File: src/rtl/cpu_pkg.sv
// Shared CPU definitions: opcode constants, the memory-stage FSM state type,
// and opcode classification helpers.
package cpu_pkg;

   localparam int DATA_W = 16;

   typedef logic [4:0] opcode_t;

   localparam opcode_t OP_LOAD  = 5'h10;
   localparam opcode_t OP_STORE = 5'h11;
   localparam opcode_t OP_BEQ   = 5'h18;
   localparam opcode_t OP_BGT   = 5'h19;
   localparam opcode_t OP_BLT   = 5'h1A;
   localparam opcode_t OP_JMP   = 5'h1B;

   typedef enum logic {
      IDLE   = 1'b0,
      ACCESS = 1'b1
   } mem_state_t;

   function automatic logic is_mem_op(input opcode_t op);
      return (op == OP_LOAD) || (op == OP_STORE);
   endfunction

   function automatic logic is_branch_op(input opcode_t op);
      return (op == OP_BEQ) || (op == OP_BGT) || (op == OP_BLT) || (op == OP_JMP);
   endfunction

endpackage

File: src/rtl/branch_resolve.sv
// Combinational branch condition: decides whether a branch opcode is taken
// from the Execute flags. Non-branch opcodes are never taken.
module branch_resolve
   import cpu_pkg::*;
(
   input  opcode_t opcode,
   input  logic    zf,
   input  logic    gf,
   input  logic    lf,
   output logic    taken
);

   // NOTE: every always_comb output gets a default first so no path can infer a latch.
   always_comb begin
      taken = 1'b0;
      case (opcode)
         OP_BEQ:  taken = zf;
         OP_BGT:  taken = gf;
         OP_BLT:  taken = lf;
         OP_JMP:  taken = 1'b1;
         default: taken = 1'b0;
      endcase
   end

endmodule

File: src/rtl/memory_stage.sv
// MEM pipeline stage: passes ALU/branch results to writeback in one cycle and
// runs load/store bus accesses with an ack timeout and a sticky error flag.
module memory_stage
   import cpu_pkg::*;
#(
   parameter int TIMEOUT_CYCLES = 15
)
(
   input  logic              clk,
   input  logic              reset,
   input  logic              valid_in,
   input  logic [4:0]        control_in,
   input  logic [4:0]        dest_index_in,
   input  logic              dest_we_in,
   input  logic [DATA_W-1:0] result_in,
   input  logic [DATA_W-1:0] store_data,
   input  logic [DATA_W-1:0] target_in,
   input  logic              zf,
   input  logic              gf,
   input  logic              lf,
   output logic              mem_req,
   output logic              mem_we,
   output logic [DATA_W-1:0] mem_addr,
   output logic [DATA_W-1:0] mem_wdata,
   input  logic [DATA_W-1:0] mem_rdata,
   input  logic              mem_ack,
   output logic              stall,
   output logic              branch_taken,
   output logic [DATA_W-1:0] branch_target,
   output logic              wb_valid,
   output logic [4:0]        wb_control,
   output logic [4:0]        wb_dest_index,
   output logic              wb_we,
   output logic [DATA_W-1:0] wb_data,
   output logic              mem_timeout
);

   mem_state_t state, next_state;

   logic [3:0] wait_cnt;
   logic [4:0] wait_next;
   opcode_t    ctrl_q;
   logic [4:0] dest_q;
   logic       we_q;

   logic accept_mem, accept_other, ack_done, timed_out, taken;

   branch_resolve u_branch_resolve (
      .opcode (control_in),
      .zf     (zf),
      .gf     (gf),
      .lf     (lf),
      .taken  (taken)
   );

   // Compared one bit wider so the final increment is seen before the 4-bit counter wraps.
   assign wait_next = {1'b0, wait_cnt} + 5'd1;

   always_comb begin
      next_state   = state;
      accept_mem   = 1'b0;
      accept_other = 1'b0;
      ack_done     = 1'b0;
      timed_out    = 1'b0;
      stall        = 1'b0;
      case (state)
         IDLE: begin
            if (valid_in) begin
               if (is_mem_op(control_in)) begin
                  accept_mem = 1'b1;
                  stall      = 1'b1;
                  next_state = ACCESS;
               end else begin
                  accept_other = 1'b1;
               end
            end
         end
         ACCESS: begin
            if (mem_ack) begin
               ack_done   = 1'b1;
               next_state = IDLE;
            end else begin
               stall = 1'b1;
               if (wait_next == 5'(TIMEOUT_CYCLES)) begin
                  timed_out  = 1'b1;
                  next_state = IDLE;
               end
            end
         end
         default: next_state = IDLE;
      endcase
      if (reset) stall = 1'b0;
   end

   // NOTE: sequential state uses non-blocking assignments so every register samples pre-edge values.
   always_ff @(posedge clk) begin
      if (reset) state <= IDLE;
      else       state <= next_state;
   end

   always_ff @(posedge clk) begin
      if (reset) begin
         mem_req       <= 1'b0;
         mem_we        <= 1'b0;
         mem_addr      <= '0;
         mem_wdata     <= '0;
         branch_taken  <= 1'b0;
         branch_target <= '0;
         wb_valid      <= 1'b0;
         wb_control    <= '0;
         wb_dest_index <= '0;
         wb_we         <= 1'b0;
         wb_data       <= '0;
         mem_timeout   <= 1'b0;
         wait_cnt      <= '0;
         ctrl_q        <= '0;
         dest_q        <= '0;
         we_q          <= 1'b0;
      end else begin
         wb_valid     <= 1'b0;
         branch_taken <= 1'b0;

         if (accept_other) begin
            wb_valid      <= 1'b1;
            wb_control    <= control_in;
            wb_dest_index <= dest_index_in;
            wb_data       <= result_in;
            wb_we         <= dest_we_in && !is_branch_op(control_in);
            if (is_branch_op(control_in)) begin
               branch_taken  <= taken;
               branch_target <= target_in;
            end
         end

         if (accept_mem) begin
            mem_req   <= 1'b1;
            mem_we    <= (control_in == OP_STORE);
            mem_addr  <= result_in;
            mem_wdata <= store_data;
            ctrl_q    <= control_in;
            dest_q    <= dest_index_in;
            we_q      <= dest_we_in;
            wait_cnt  <= '0;
         end

         if (ack_done) begin
            mem_req       <= 1'b0;
            mem_we        <= 1'b0;
            wb_valid      <= 1'b1;
            wb_control    <= ctrl_q;
            wb_dest_index <= dest_q;
            if (ctrl_q == OP_LOAD) begin
               wb_data <= mem_rdata;
               wb_we   <= we_q;
            end else begin
               wb_we <= 1'b0;
            end
         end else if (timed_out) begin
            mem_req       <= 1'b0;
            mem_we        <= 1'b0;
            mem_timeout   <= 1'b1;
            wb_valid      <= 1'b1;
            wb_control    <= ctrl_q;
            wb_dest_index <= dest_q;
            wb_we         <= 1'b0;
            wb_data       <= '0;
         end else if (state == ACCESS) begin
            wait_cnt <= wait_next[3:0];
         end
      end
   end

endmodule

File: config.mk
export PLATFORM = sky130hd
export DESIGN_NAME = memory_stage
export DESIGN_NICKNAME = d
export VERILOG_FILES = /design/src/rtl/cpu_pkg.sv /design/src/rtl/branch_resolve.sv /design/src/rtl/memory_stage.sv
export SDC_FILE = /design/constraint.sdc
export NUM_CORES = 1
export LEC_CHECK = 0
export CORE_AREA = 2 2 101 103
export CTS_CLUSTER_DIAMETER = 50
export DETAILED_ROUTE_END_ITERATION = 7
export DIE_AREA = 0 0 103 105
export PLACE_DENSITY = 0.78
export SLEW_MARGIN = 20
export SYNTH_ARGS = -nofsm -noshare
export SYNTH_HDL_FRONTEND = slang
export SYNTH_HIERARCHICAL = 1
export SYNTH_SLANG_ARGS = --single-unit
File: constraint.sdc
create_clock -name clk -period 2.5 [get_ports clk]
set_clock_uncertainty 0.05 [all_clocks]
set_input_delay 0.5 -clock clk [delete_from_list [all_inputs] [get_ports clk]]
set_output_delay 0.5 -clock clk [all_outputs]
set_load 0.1 [all_outputs]
Yosys cells after proc, flatten, opt, wreduce, memory -nomap -nowiden
Cells that the tools add are included.

word-level totals
  flip-flop bits (word level) = 96
  latch bits = 0
  RAM bits = 0
  memory bits (read-only) = 0
  input bits = 82
  logic and storage cells = 80
  memories kept = 0

cells by class
  add/subtract/negate cells = 1
  $mul = 0
  div/mod/pow operators = 0
  $lt $le $gt $ge = 0
  equal/unequal tests = 8
  shift operators = 0
  mux-type cells = 39
  bitwise logic cells = 4
  reduce and logical (&&, ||, !) cells = 11

operator list
  cell                                                                    number
  16-bit two-way mux                                                      4
  5-bit equality test (second input constant)                             7
  5-bit two-way mux                                                       6
  1-bit two-way mux                                                       22
  4-bit two-way mux                                                       4
  3-bit OR reduction                                                      2
  4-bit by 1-bit adder with 5-bit output (second input constant)          1
  5-bit by 4-bit equality test with 1-bit output (second input constant)  1
  1-bit logical OR                                                        4
  1-bit inverter                                                          4
  1-bit one-hot mux with 2 select lines                                   2
  1-bit one-hot mux with 4 select lines                                   1
  2-bit AND reduction                                                     2
  3-bit nonzero test                                                      1
  1-bit logical AND                                                       1
  1-bit zero test                                                         1

Depth between registers and ports, before layout
Gate-level depths: netlist (run 1).

  depth in word-level cells = 9
  gate-level depth with buffers = 8
  depth with buffers taken out = 6

Modules after synthesis
The synthesis (run 1) kept the hierarchy.

modules (own cells, without submodules)
  module          times used  cells an instance  area each (um^2)  sequential area each (um^2)
  memory_stage    1           495                4053.9            1921.8
  branch_resolve  1           5                  41.3              0.0

Worst setup path before layout (run 1)
Ideal clock, no wire load.

  path type = input -> output
  start = in valid_in
  end = out stall
  data arrival time = 2.778 ns
  required time = 1.950 ns
  slack = -0.828 ns
  stages on the path = 6
  buffers on the path = 3
  path through = nor2b_1 -> buf_2 -> buf_4 -> nand2_1 -> buf_2 -> a21oi_1

on the way
  cells in the longest elaborated chain, start to end = 3

ends and longest elaborated chain
  element                                line                source
  from (decl)                            memory_stage.sv:11  input logic valid_in,
  1-bit two-way mux                      memory_stage.sv:68  if (valid_in) begin
  1-bit one-hot mux with 2 select lines  memory_stage.sv:66  case (state)
  1-bit two-way mux                      memory_stage.sv:92  if (reset) stall = 1'b0;
  to (decl)                              memory_stage.sv:27  output logic stall,

Every way passes these cells.

Worst setup path after layout (run 1)
  start = in control_in[1]
  end = out stall

on the way
  cells in the longest elaborated chain, start to end = 6

ends and longest elaborated chain
  element                                  line                source
  from (decl)                              memory_stage.sv:12  input logic [4:0] control_in,
  5-bit equality test                      cpu_pkg.sv:22       return (op == OP_LOAD) || (op == OP_STORE);
  1-bit logical OR *                       cpu_pkg.sv:22
  1-bit two-way mux *                      memory_stage.sv:69  if (is_mem_op(control_in)) begin
  1-bit two-way mux *                      memory_stage.sv:68
  1-bit one-hot mux with 2 select lines *  memory_stage.sv:66
  1-bit two-way mux *                      memory_stage.sv:92

Every way passes the cells marked *; elsewhere a longest branch is shown, timed or not.

==> results.json, run 1 <==
{
  "n_antenna_cell": 0,
  "wl_per_cell_um": 15.3,
  "tightest_slew_ns": 0.787,
  "synthAdderAreaFrac_pct": 0.611,
  "dieWidth_um": 103,
  "ys.flop_type": "dfxtp_1",
  "slowest_delay_ns": 0.46,
  "clock_path_buffers": 2,
  "slew_violations": 0,
  "overflow": 0,
  "yosysTopAreaCell": "dfxtp_1",
  "setup_tns_ns": 0,
  "rsz0062_at_grt": "false",
  "vias": 4191,
  "ys_warn_count": 6,
  "synth_cells": 500,
  "start_util_pct": 42.5,
  "cts_tree": "yes",
  "synth_top_area_share_pct": 46.9,
  "max_freq_ghz": 0.410,
  "status": "completed",
  "nFillCells": 890,
  "vias_per_cell": 5.31,
  "layout_setup_ws_ns": 0.0599,
  "slowest_stage": "clkdlybuf4s50_1",
  "grt_pass1_vias": 3946,
  "synth-xor-area-share_pct": 0,
  "crit_path_end_kind": "output port",
  "hold_violations": 0,
  "place_inst": 775,
  "cp_cell_sequence": "clkdlybuf4s50_1 > nor4b_1 > buf_4 > nand2_1 > a21oi_4 > buf_12",
  "fin_total_pwr_mw": 3.31,
  "cts_buffers": 9,
  "synth.distinct_cells": 47,
  "start_kind": "input pin",
  "antenna_found_initial": 0,
  "critPathRequiredTime_ns": 1.95,
  "insertion_delay_ns": 0.37,
  "ctsResizeCount": 0,
  "path_class": "in2out",
  "async_reset_ff_share_pct": 0,
  "area_growth_pct": 43.8,
  "grt_pass1_wl_um": 19300,
  "path_max_fanout": 3,
  "finish.utilization_pct": 61.1,
  "track_usage_pct": 22.4,
  "synth-edff-count": 0,
  "yosysMostFrequentCell": "nand2_1",
  "first_pass_iters": 6,
  "maxCapViolCount": 0,
  "wl_um": 12100,
  "min_period_ns": 2.44,
  "htreeDepth": 3,
  "root_buffer": "clkbuf_8",
  "place.gp.congestion": 0.781,
  "die_y_um": 105,
  "leakagePower_nw": 2.32,
  "dr.first_iter.drc_count": 176,
  "hp-class": "reg2reg",
  "synthesis.nets": 584,
  "synthSimpleGateAreaFrac_pct": 22.6,
  "grt_start_max_net_pins": 44,
  "final_cells": 790,
  "nets": 737,
  "synth.mux.area_fraction_pct": 0.244,
  "clkTransAtPathRegs_ns": 0.09,
  "post_cts_buffers": 0,
  "ant_nets": 0,
  "seq_area_um2": 1920,
  "critical_path_arrival_ns": 1.89,
  "post-dp-hpwl_um": 8500,
  "cts_sinks": 96,
  "irDropWorstVdd_v": 0.000294,
  "multi_input_area_um2": 1950,
  "synth-compound-area-share_pct": 23.6,
  "synth_common_cells": "nand2_1, dfxtp_1, a21oi_1",
  "yosys-top-cells-area": "dfxtp_1, nand2_1, a21oi_1, o2111ai_1, a21boi_1",
  "place_ws_ns": -0.139,
  "yosysSeqAreaShare_pct": 46.9,
  "cts_hold_buf": 0,
  "num_io_pins": 163,
  "maxSlewHeadroom_pct": 47.4,
  "portBuffers": 162,
  "core.rowCount": 36,
  "die-area_um2": 10800,
  "power_density_nw_per_um2": 561,
  "setup_viol": 0,
  "drive_gt1_share_pct": 19.6,
  "synth.avg_cell_area_um2": 8.19,
  "ys_ff_latch": 96,
  "synth_top_family_by_area": "compound AO/OA/AOI/OAI gates",
  "drc": 0,
  "core_area_um2": 9640,
  "syn-cell-area_um2": 4100,
  "min_period_over_period_pct": 97.6
}
## state kept, by name, summed over array words and instances (netlist names), 4 cells and up
| signal | flops |
|---|---|
| branch_target | 16 |
| ctrl_q | 5 |
| dest_q | 5 |
| mem_addr | 16 |
| mem_wdata | 16 |
| wait_cnt | 4 |
| wb_control | 5 |
| wb_data | 16 |
| wb_dest_index | 5 |
## where the power goes
group	internal [mW]	switching [mW]
Clock	0.489	0.552
Sequential	1.57	0.0225
Combinational	0.238	0.435
## cell families after synthesis
group	count (synthesis)
AO/OA/AOI/OAI	152
adder cells (fa/ha/maj)	2
buffers and inverters	47
flip-flops	96
multiplexers	1
AND/OR/NAND/NOR	202
## final cells by class
class | count | area share [%]
Multi-Input combinational cell | 357 | 33.1
Sequential cell | 96 | 32.6
Timing Repair Buffer | 186 | 28.0
Tap cell | 133 | 2.83
Clock buffer | 11 | 2.40
Clock inverter | 4 | 0.914
Inverter | 3 | 0.191
## per-stage QoR
step / hold slack, ns / area, um^2
6_report: 0.409 / 5890
5_1_grt: 0.428 / 5890
4_1_cts: 0.411 / 5890
3_5_place_dp: 0.397 / 5690
2_1_floorplan: 0.386 / 4110
3_3_place_gp: 0.393 / 5690
## path summary, 6_finish.rpt
kind | startpoint | end | slack [ns] | depth (start not counted)
worst max-delay path | control_in[1] | stall | 0.06 | 6
worst min-delay path | branch_target[10] | branch_target[10] | 0.41 | 2
worst max register to register | wait_cnt[1] | wb_data[12] | 0.37 | 5
worst min register to register | branch_target[10] | branch_target[10] | 0.41 | 2
## cell usage in the layout (no fill, tap or decap), types with 2 or more instances in the layout
| master | netlist | layout |
|---|---|---|
| a211oi_1 | 3 | 3 |
| a21boi_1 | 17 | 17 |
| a21oi_1 | 85 | 84 |
| a311oi_1 | 7 | 7 |
| a31oi_1 | 5 | 5 |
| and3_1 | 17 | 17 |
| buf_12 | 0 | 4 |
| buf_4 | 3 | 102 |
| clkbuf_8 | 0 | 10 |
| clkdlybuf4s50_1 | 0 | 80 |
| clkinvlp_4 | 0 | 2 |
| dfxtp_1 | 96 | 96 |
| ha_1 | 2 | 2 |
| inv_1 | 3 | 3 |
| nand2_1 | 139 | 139 |
| nand3_1 | 10 | 10 |
| nand3b_1 | 2 | 2 |
| nand4_1 | 3 | 3 |
| nand4b_1 | 2 | 2 |
| nor2_1 | 4 | 4 |
| nor2b_1 | 6 | 5 |
| nor3_1 | 2 | 2 |
| nor3b_1 | 5 | 5 |
| o2111ai_1 | 17 | 17 |
| o211ai_1 | 5 | 5 |
| o21ai_0 | 3 | 3 |
## metal layers
metal	global-route usage (%)	vias to the layer above	share of wire, %
li1	-	2059	-
met1	28.9	1987	42
met2	35.9	123	50
met3	4.41	22	5.0
met4	9.59	0	2.3
met5	0	-	0
## critical path: cells and delay by family
kind	cells	cell delay, ns
simple gates	2	0.40
buf+inv	3	0.82
compound gates	1	0.17
Power figures use the tool's default switching activity.
==> inputs of run 2 (changes only) <==
- CORE_AREA: 2 2 101 103 -> 4 4 103 105
- DIE_AREA: 0 0 103 105 -> 0 0 107 109
==> run 2 against run 1 <==
Compared with the run above: worst hold slack got worse by 0.00099 ns; worst setup slack better by 0.045 ns; sequential power about the same; largest cell class unchanged; clock-buffer cell count shrank 1; clock power fell by 4%; sequential share of layout area shrank 0.097 points.
==> results.json, run 2 (synthesis gave the netlist of run 1 again) <==
{
  "holdWs_ns": 0.408,
  "reg2reg_slack_ns": 0.33,
  "critical_path_arrival_ns": 1.85,
  "track_usage_pct": 21.4,
  "drt-met1-wl_um": 5150,
  "maxCapViolCount": 0,
  "cts_hold_buf": 0,
  "hold_violations": 0,
  "met2RoutedLength_um": 6330,
  "wl_um": 12600,
  "cts_sinks": 96,
  "ant_nets": 0,
  "wl_per_cell_um": 16.0,
  "htreeDepth": 3,
  "final_cell_mix": "nand2_1, buf_4, dfxtp_1",
  "num_io_pins": 163,
  "cts_tree": "yes",
  "regToRegStartpoint": "wait_cnt[1]",
  "first_pass_iters": 4,
  "n_antenna_cell": 0,
  "dieWidth_um": 107,
  "vias_per_cell": 5.28,
  "min_period_over_period_pct": 95.8,
  "min_to": "dest_q[4]",
  "power_density_nw_per_um2": 553,
  "place.gp.congestion": 0.889,
  "core.rowCount": 36,
  "grt_pass1_wl_um": 20100,
  "setup_viol": 0,
  "path_max_fanout": 4,
  "drive_gt1_share_pct": 19.8,
  "core_area_um2": 9640,
  "fin_total_pwr_mw": 3.27,
  "hold_depth": 2,
  "portBuffers": 162,
  "antenna_found_initial": 0,
  "start_util_pct": 42.5,
  "die_y_um": 109,
  "post-dp-hpwl_um": 9030,
  "met3_length_um": 818,
  "area_growth_pct": 44.2,
  "min_period_ns": 2.40,
  "grt_pass1_vias": 4000,
  "maxSlewHeadroom_pct": 33.6,
  "nets": 736,
  "vias": 4163,
  "max_freq_ghz": 0.418,
  "drc": 0,
  "grt_start_max_net_pins": 97,
  "clock_path_buffers": 2,
  "hp-start": "dest_q[4]",
  "slew_violations": 0,
  "overflow": 0,
  "crit_path_end_kind": "output port",
  "layout_commonest_cell": "nand2_1",
  "critPathRequiredTime_ns": 1.95,
  "finish.utilization_pct": 61.3,
  "root_buffer": "clkbuf_8",
  "start_kind": "input pin",
  "clkTransAtPathRegs_ns": 0.08,
  "tightest_slew_ns": 0.995,
  "status": "completed",
  "path_class": "in2out",
  "rr_worst_depth": 5,
  "leakagePower_nw": 2.32,
  "highest_layer": "met4",
  "irDropWorstVdd_v": 0.000470,
  "rsz0062_at_grt": "false",
  "hp-class": "reg2reg",
  "regToRegEndpoint": "wb_data[3]",
  "die-area_um2": 11700,
  "cts_buffers": 9,
  "insertion_delay_ns": 0.36,
  "dr.first_iter.drc_count": 241
}
==> run 2: worst max path at each step <==
stage / start / cells past startpoint / endpoint
detailed placement: control_in[1] / 6 / wb_data[3]
floorplan: valid_in / 6 / stall
global placement: control_in[1] / 6 / wb_data[3]
global route: control_in[1] / 6 / stall
finish: control_in[1] / 6 / stall
CTS: control_in[1] / 6 / stall
==> run 2: worst max-delay path, stage by stage <==
cell	delay [ns]
clkdlybuf4s50_1	0.48
nor4b_2	0.30
buf_4	0.15
nand2_2	0.07
a21oi_4	0.15
buf_12	0.19
==> run 2: area by class of cell <==
cell class                      count  area [um^2]
Clock buffer                       10          128
Sequential cell                    96         1920
Tap cell                          133          166
Multi-Input combinational cell    357         1960
Inverter                            3         11.3
Timing Repair Buffer              185         1660
Clock inverter                      5         58.8
Fill cell                         854         3730
==> run 2: timing repair <==
action / in CTS / in global routing
resized for setup: 0 / 1
endpoints found under the setup margin: 0 / 1
setup buffers: 0 / 0
==> run 2: stage by stage <==
step	worst slack, ns	instance area, um^2	TNS, ns	instances
floorplan	0.0668	4110	0	500
global placement	0.0844	5710	0	774
detailed placement	-0.0109	5710	-0.0109	774
CTS	0.0341	5900	0	789
global route	0.0337	5910	0	789
finish	0.105	5910	0	789
==> run 2: layer usage <==
metal | track usage (%) | vias to the layer above
li1 | - | 2064
met1 | 25.8 | 1933
met2 | 36.3 | 142
met3 | 4.97 | 24
met4 | 9.95 | 0
met5 | 0 | -
==> run 2: report_power, final <==
group	internal [mW]	leakage, nW	switching [mW]
combinational	0.238	1.45	0.438
clock	0.458	0.0883	0.540
sequential	1.57	0.780	0.0226
